===== src/rtl/m68k_bus_responder.sv =====
// m68k_bus_responder: 68000 bus target answering with DTACK, VPA or BERR over a 1-cycle sync RAM port
module m68k_bus_responder #(
    parameter int          WAIT_STATES  = 0,
    parameter int          BERR_TIMEOUT = 64,
    parameter logic [22:0] RAM_BASE     = 23'h000000,
    parameter logic [22:0] RAM_MASK     = 23'h7F0000,
    parameter logic [22:0] VPA_BASE     = 23'h7FF000,
    parameter logic [22:0] VPA_MASK     = 23'h7FF000
) (
    input  logic        PI_CLK,
    input  logic        RESET,
    input  logic        M68K_CLK,
    input  logic        M68K_E,
    input  logic [22:0] M68K_A,
    input  logic        M68K_AS_n,
    input  logic        M68K_UDS_n,
    input  logic        M68K_LDS_n,
    input  logic        M68K_RW,
    input  logic        M68K_VMA_n,
    input  logic [15:0] M68K_D_IN,
    output logic [15:0] M68K_D_OUT,
    output logic        M68K_D_OE,
    output logic        M68K_DTACK_n,
    output logic        M68K_BERR_n,
    output logic        M68K_VPA_n,
    output logic [22:0] MEM_ADDR,
    output logic [15:0] MEM_WDATA,
    output logic [1:0]  MEM_BE,
    output logic        MEM_WE,
    output logic        MEM_RE,
    input  logic [15:0] MEM_RDATA
);
    localparam logic [2:0] IDLE = 3'd0, DECODE = 3'd1, WAITDS = 3'd2, WAITCNT = 3'd3,
                           ACK = 3'd4, VPA = 3'd5, BERR = 3'd6, HOLD = 3'd7;
    logic [2:0]  state, c8m_s, e_s;
    logic [1:0]  as_q, uds_q, lds_q;
    logic [15:0] tcnt;
    logic [7:0]  wcnt;
    logic        re_d, fired, oe;
    logic        c8m_rise, c8m_fall, e_fall, as_s, ds_on, tmo, rel, ram_hit, vpa_hit, ack_rdy;

    assign c8m_rise = c8m_s[1] & ~c8m_s[2];
    assign c8m_fall = ~c8m_s[1] & c8m_s[2];
    assign e_fall   = ~e_s[1] & e_s[2];
    assign as_s     = as_q[1];
    assign ds_on    = ~(uds_q[1] & lds_q[1]);
    assign tmo      = tcnt == 16'(BERR_TIMEOUT);
    assign rel      = as_s && state != IDLE;
    assign ram_hit  = (M68K_A & RAM_MASK) == RAM_BASE;
    assign vpa_hit  = (M68K_A & VPA_MASK) == VPA_BASE;
    // read data lands in D_OUT on the same edge DTACK can fall, so only the issue cycle blocks it
    assign ack_rdy  = wcnt == 8'd0 && c8m_rise && !MEM_RE;

    assign M68K_DTACK_n = state != ACK;
    assign M68K_VPA_n   = !(state == VPA || state == HOLD);
    assign M68K_BERR_n  = state != BERR;
    assign M68K_D_OE    = oe && state != BERR;

    always_ff @(posedge PI_CLK) begin
        if (RESET) begin
            state      <= IDLE;
            c8m_s      <= '0;
            e_s        <= '0;
            as_q       <= 2'b11;
            uds_q      <= 2'b11;
            lds_q      <= 2'b11;
            tcnt       <= '0;
            wcnt       <= '0;
            re_d       <= 1'b0;
            fired      <= 1'b0;
            oe         <= 1'b0;
            M68K_D_OUT <= '0;
            MEM_ADDR   <= '0;
            MEM_WDATA  <= '0;
            MEM_BE     <= '0;
            MEM_WE     <= 1'b0;
            MEM_RE     <= 1'b0;
        end else begin
            c8m_s  <= {c8m_s[1:0], M68K_CLK};
            e_s    <= {e_s[1:0], M68K_E};
            as_q   <= {as_q[0], M68K_AS_n};
            uds_q  <= {uds_q[0], M68K_UDS_n};
            lds_q  <= {lds_q[0], M68K_LDS_n};
            MEM_RE <= 1'b0;
            MEM_WE <= 1'b0;
            re_d   <= MEM_RE;
            if (re_d && state != IDLE) begin
                M68K_D_OUT <= MEM_RDATA;
                oe         <= 1'b1;
            end
            if (c8m_fall && !tmo)
                tcnt <= tcnt + 16'd1;
            case (state)
                IDLE: if (c8m_fall && !as_s) begin
                    state <= DECODE;
                    tcnt  <= '0;
                    fired <= 1'b0;
                end
                DECODE: begin
                    MEM_ADDR <= M68K_A;
                    state    <= ram_hit ? WAITDS : vpa_hit ? VPA : tmo ? BERR : DECODE;
                end
                WAITDS: if (ds_on) begin
                    MEM_BE    <= ~{uds_q[1], lds_q[1]};
                    MEM_RE    <= M68K_RW;
                    MEM_WE    <= !M68K_RW;
                    MEM_WDATA <= M68K_D_IN;
                    wcnt      <= 8'(WAIT_STATES);
                    state     <= WAITCNT;
                end else if (tmo) state <= BERR;
                WAITCNT: if (ack_rdy) state <= ACK;
                    else if (tmo) state <= BERR;
                    else if (c8m_fall && wcnt != 8'd0) wcnt <= wcnt - 8'd1;
                VPA: if (!fired && !M68K_VMA_n && ds_on) begin
                    fired     <= 1'b1;
                    MEM_BE    <= ~{uds_q[1], lds_q[1]};
                    MEM_RE    <= M68K_RW;
                    MEM_WE    <= !M68K_RW;
                    MEM_WDATA <= M68K_D_IN;
                end else if (fired && e_fall && !MEM_RE && !re_d) state <= HOLD;
                    else if (tmo) state <= BERR;
                default: ;
            endcase
            // AS negation ends any cycle, completed or not, and cancels a strobe about to fire
            if (rel) begin
                state      <= IDLE;
                MEM_RE     <= 1'b0;
                MEM_WE     <= 1'b0;
                oe         <= 1'b0;
                M68K_D_OUT <= '0;
            end
        end
    end
endmodule


===== config.mk =====
export PLATFORM = sky130hd
export DESIGN_NAME = m68k_bus_responder
export DESIGN_NICKNAME = d
export VERILOG_FILES = /design/src/rtl/m68k_bus_responder.sv
export SDC_FILE = /design/constraint.sdc
export NUM_CORES = 1
export LEC_CHECK = 0
export CAP_MARGIN = 20
export CORE_MARGIN = 2
export CORE_UTILIZATION = 30
export DETAILED_ROUTE_END_ITERATION = 7
export GPL_ROUTABILITY_DRIVEN = 0
export MAX_ROUTING_LAYER = met4
export RECOVER_POWER = 100
export SLEW_MARGIN = 20
export SYNTH_ARGS = -nofsm -noshare
export SYNTH_HDL_FRONTEND = slang
export SYNTH_SLANG_ARGS = --single-unit
export TNS_END_PERCENT = 1

===== constraint.sdc =====
create_clock -name PI_CLK -period 2.4 [get_ports PI_CLK]
set_input_delay 0.72 -clock PI_CLK [delete_from_list [all_inputs] [get_ports PI_CLK]]
set_output_delay 0.72 -clock PI_CLK [all_outputs]
set_load 0.005 [all_outputs]

==> results of run 1 <==
-- power breakdown --
part	internal, mW	switching, mW	leakage, nW	total (mW)
sequential	1.69	0.00389	0.816	1.69
clock	0.759	0.599	0.132	1.36
combinational	0.105	0.0587	1.23	0.164
-- registers in the layout, indices dropped and copies added, names as in the netlist, 2 cells and up --
signal and flops:
M68K_D_OUT 16, tcnt 16, lds_q 2, wcnt 8, uds_q 2, MEM_ADDR 23
state 3, MEM_WDATA 16, MEM_BE 2, as_q 2, c8m_s 3, e_s 3
-- cell families (layout without fill, tap and decap cells) --
kind of cell    Yosys count  count (layout)
compound gates           75              75
flops                   101             101
mux                      17              17
simple gates            222             222
buf+inv                  34             162
xor+xnor                 16              16
fa+ha+maj                 3               3
-- synthesized netlist by cell type, types with 5 or more instances --
cell | count | area [sq um]
sky130_fd_sc_hd__dfxtp_1 | 101 | 2020
sky130_fd_sc_hd__nand2_1 | 97 | 364
sky130_fd_sc_hd__a21oi_1 | 51 | 255
sky130_fd_sc_hd__nor2_1 | 50 | 188
sky130_fd_sc_hd__mux2i_1 | 17 | 170
sky130_fd_sc_hd__clkbuf_1 | 16 | 60.1
sky130_fd_sc_hd__xor2_1 | 14 | 123
sky130_fd_sc_hd__nand3_1 | 10 | 50.1
sky130_fd_sc_hd__inv_1 | 8 | 30.0
sky130_fd_sc_hd__nand4_1 | 8 | 50.1
sky130_fd_sc_hd__nor2b_1 | 8 | 50.1
sky130_fd_sc_hd__nor3_1 | 7 | 35.0
sky130_fd_sc_hd__or2_2 | 7 | 43.8
sky130_fd_sc_hd__o21ai_0 | 5 | 25.0
sky130_fd_sc_hd__or3_1 | 5 | 31.3
-- area by class of cell --
| cell class | count | share of cell area (%) |
|---|---|---|
| Inverter | 8 | 0.524 |
| Tap cell | 176 | 3.84 |
| Timing Repair Buffer | 138 | 23.2 |
| Clock buffer | 13 | 4.54 |
| Clock inverter | 3 | 0.349 |
| Sequential cell | 101 | 35.3 |
| Multi-Input combinational cell | 333 | 32.2 |
-- worst paths after layout --
path,depth (start not counted),end,from,slack (ps)
setup reg to reg,6,MEM_RE,state[1],390
hold reg to reg,1,lds_q[1],lds_q[0],410
hold / removal,1,lds_q[1],lds_q[0],410
setup / recovery,3,M68K_VPA_n,state[0],110
-- layer usage --
layer / wire (um) / global-route usage, %
met4: 152 / 4.93
met3: 629 / 4.13
met5: 0 / -
met1: 4510 / 17.3
met2: 4330 / 22.0
-- stage by stage --
stage	cells	hold slack [ps]	power [mW]
global placement	756	391	1.89
finish	772	408	3.21
detailed placement	756	393	1.90
floorplan	468	389	1.77
global route	772	426	3.35
CTS	772	409	3.27
-- layout by cell type, fill, tap and decap left out, types with 4 or more instances in the layout --
cell type,Yosys,layout
sky130_fd_sc_hd__or4_1,4,4
sky130_fd_sc_hd__buf_4,0,8
sky130_fd_sc_hd__xor2_1,14,14
sky130_fd_sc_hd__inv_1,8,8
sky130_fd_sc_hd__dfxtp_1,101,101
sky130_fd_sc_hd__nor2b_1,8,8
sky130_fd_sc_hd__clkbuf_1,16,6
sky130_fd_sc_hd__nand2_1,97,97
sky130_fd_sc_hd__clkdlybuf4s50_1,0,61
sky130_fd_sc_hd__or3_1,5,5
sky130_fd_sc_hd__o21ai_0,5,5
sky130_fd_sc_hd__or2_2,7,7
sky130_fd_sc_hd__mux2i_1,17,17
sky130_fd_sc_hd__dlygate4sd3_1,0,63
sky130_fd_sc_hd__nand2b_1,4,4
sky130_fd_sc_hd__a21oi_1,51,51
sky130_fd_sc_hd__nor2_1,50,49
sky130_fd_sc_hd__nand3_1,10,10
sky130_fd_sc_hd__o31ai_1,4,4
sky130_fd_sc_hd__nand4_1,8,8
sky130_fd_sc_hd__nor3_1,7,6
sky130_fd_sc_hd__clkbuf_16,0,9
-- worst max-delay path: stages (launching register included) --
cell                            delay (ps)
sky130_fd_sc_hd__dfxtp_1               350
sky130_fd_sc_hd__buf_4                 180
sky130_fd_sc_hd__nand2_1               100
sky130_fd_sc_hd__dlygate4sd3_1         610
-- what timing repair did --
action | CTS | global route
endpoints found under the setup margin | 0 | 1
gates resized for setup | 0 | 1
endpoints found under the hold margin | 0 | 0
==> reports/qor_table.md, run 1 <==
| Item | Reported | Unit |
| --- | --- | --- |
| Class of the tightest hold or removal check | register to register | - |
| Final period demand of the worst path | 2290 | ps |
| Required time of the critical path | 1680 | ps |
| Distinct cells, synth | 47 | - |
| Dominant synthesized flop cell | sky130_fd_sc_hd__dfxtp_1 | - |
| Adder-cell area share of the yosys netlist | 0.929 | % |
| Max Cap Violations | 0 | - |
| Fraction of synthesis flops using an asynchronous set or reset pin | 0 | % |
| Area after detailed placement | 5480 | sq um |
| Post-synthesis share of cell area spent on and, or, nand and nor gates | 26.0 | % |
| Antenna violations before repair | 0 | - |
| Hold Buf Count CTS | 0 | - |
| Category of the worst setup path capture point | output port | - |
| Worst slack at placement | 165 | ps |
| Total standard cell area after synthesis | 4040 | sq um |
| Number of flops mapped to enable cells by yosys | 0 | - |
| TritonCTS buffer count | 9 | - |
| Average cell area after synthesis | 8.64 | sq um |
| Fraction of layout instances using a drive strength above 1 | 6.71 | % |
| Count of mapped cells out of synthesis | 468 | - |
| Sum of net half-perimeters after detailed placement | 7100 | um |
| Buffers added on ports | 126 | - |
| Number of setup buffers added after CTS | 0 | - |
| Portion of netlist area occupied by mux cells | 4.21 | % |
| Outcome | finished, final reports clean | - |
| Overall die width | 120 | um |
| Sequential standard cell area | 2020 | sq um |
| Starting DRC count in detailed routing | 200 | - |
| Final cycle utilization of the critical path | 95.4 | % |
| Worst-case clock skew | 5.15 | ps |
| Via count normalized by instance count | 4.60 | - |
| Worst EP arrival | 1570 | ps |
| Area taken by multi-input logic gates | 1850 | sq um |
| Pins over their slew limit | 0 | - |
| Clock Sink Count | 101 | - |
| Startpoint type of the worst setup path | register | - |
| Master cell of the clock root buffer | sky130_fd_sc_hd__clkbuf_16 | - |
| Dominant combinational cell family by area after synthesis | simple AND/OR/NAND/NOR gates | - |
| Wire per inst | 12.5 | um |
| Peak Freq | 0.437 | GHz |
| TritonCTS clock tree | done | - |
| Post-layout net count | 658 | - |
| Skew-Pair Late Insertion Delay | 340 | ps |
| Number of flip-flops and latches in the synthesized netlist | 101 | - |
| Area growth syn-to-layout | 41.8 | % |
| Pin count of the biggest net entering global routing | 33 | - |
| DRC violation count after routing | 0 | - |
| Number of warnings reported in the yosys synthesis log | 0 | - |
| Synth Area in Compound Gates | 10.9 | % |
| Core box area | 13200 | sq um |
| Remaining antenna violation count after routing | 0 | - |
| Ant diodes | 0 | - |
| Final hold violation count | 0 | - |
| Via count of the first global-routing pass | 3469 | - |
| Die Y-Extent | 120 | um |
| Unrepaired setup endpoints after global routing | no | - |
| Category of the critical setup timing path | register to output port | - |
| Sequential element share of the synthesized area | 50.0 | % |
| Final total negative setup slack | 0 | ps |
| Number of ports placed on the die boundary | 127 | - |
| Total via count after detailed routing | 3555 | - |
| Post-synthesis xor/xnor area fraction | 3.47 | % |
| Aggregate routed wire length | 9610 | um |
| Top fanout value on the critical path | 10 | - |
| Endpoints failing setup | 0 | - |
| Syn_nets | 535 | - |
| Aggregate global-route resource usage | 14.1 | % |
| Die area | 14400 | sq um |
| Number of H-tree levels | 3 | - |
| Ratio of total power to cell area | 560 | nW/um^2 |
| Worst Max-Slew Pin Slew | 1400 | ps |
| Final standard cell area without fillers | 5730 | sq um |
| Clock-pin transition on the worst setup and hold timing paths | 70 | ps |
| Minimum setup slack in the final design | 109 | ps |
| Global-route wire length before repair | 16100 | um |
| Row cnt | 42 | - |
| Final core occ | 43.4 | % |
| Residual overflow from global routing | 0 | - |
| Leakage power total | 2.18 | nW |
| Number of iterations in the first detailed-routing pass | 4 | - |
| Initial cell density of the core | 30.6 | % |
| Clock buffer depth | 2 | - |
| Max-Slew Margin vs Limit | 6.52 | % |
| Count of fill cells added during filler insertion | 1295 | - |
| Max rail drop VDD | 0.280 | mV |
No activity file was read; power rests on OpenSTA's default activity.
==> inputs of run 2 (changes only) <==
- CAP_MARGIN: 20 -> unset
==> results of run 2 <==
Same layout as run 1: the final DEF is identical, and so are final timing and power.
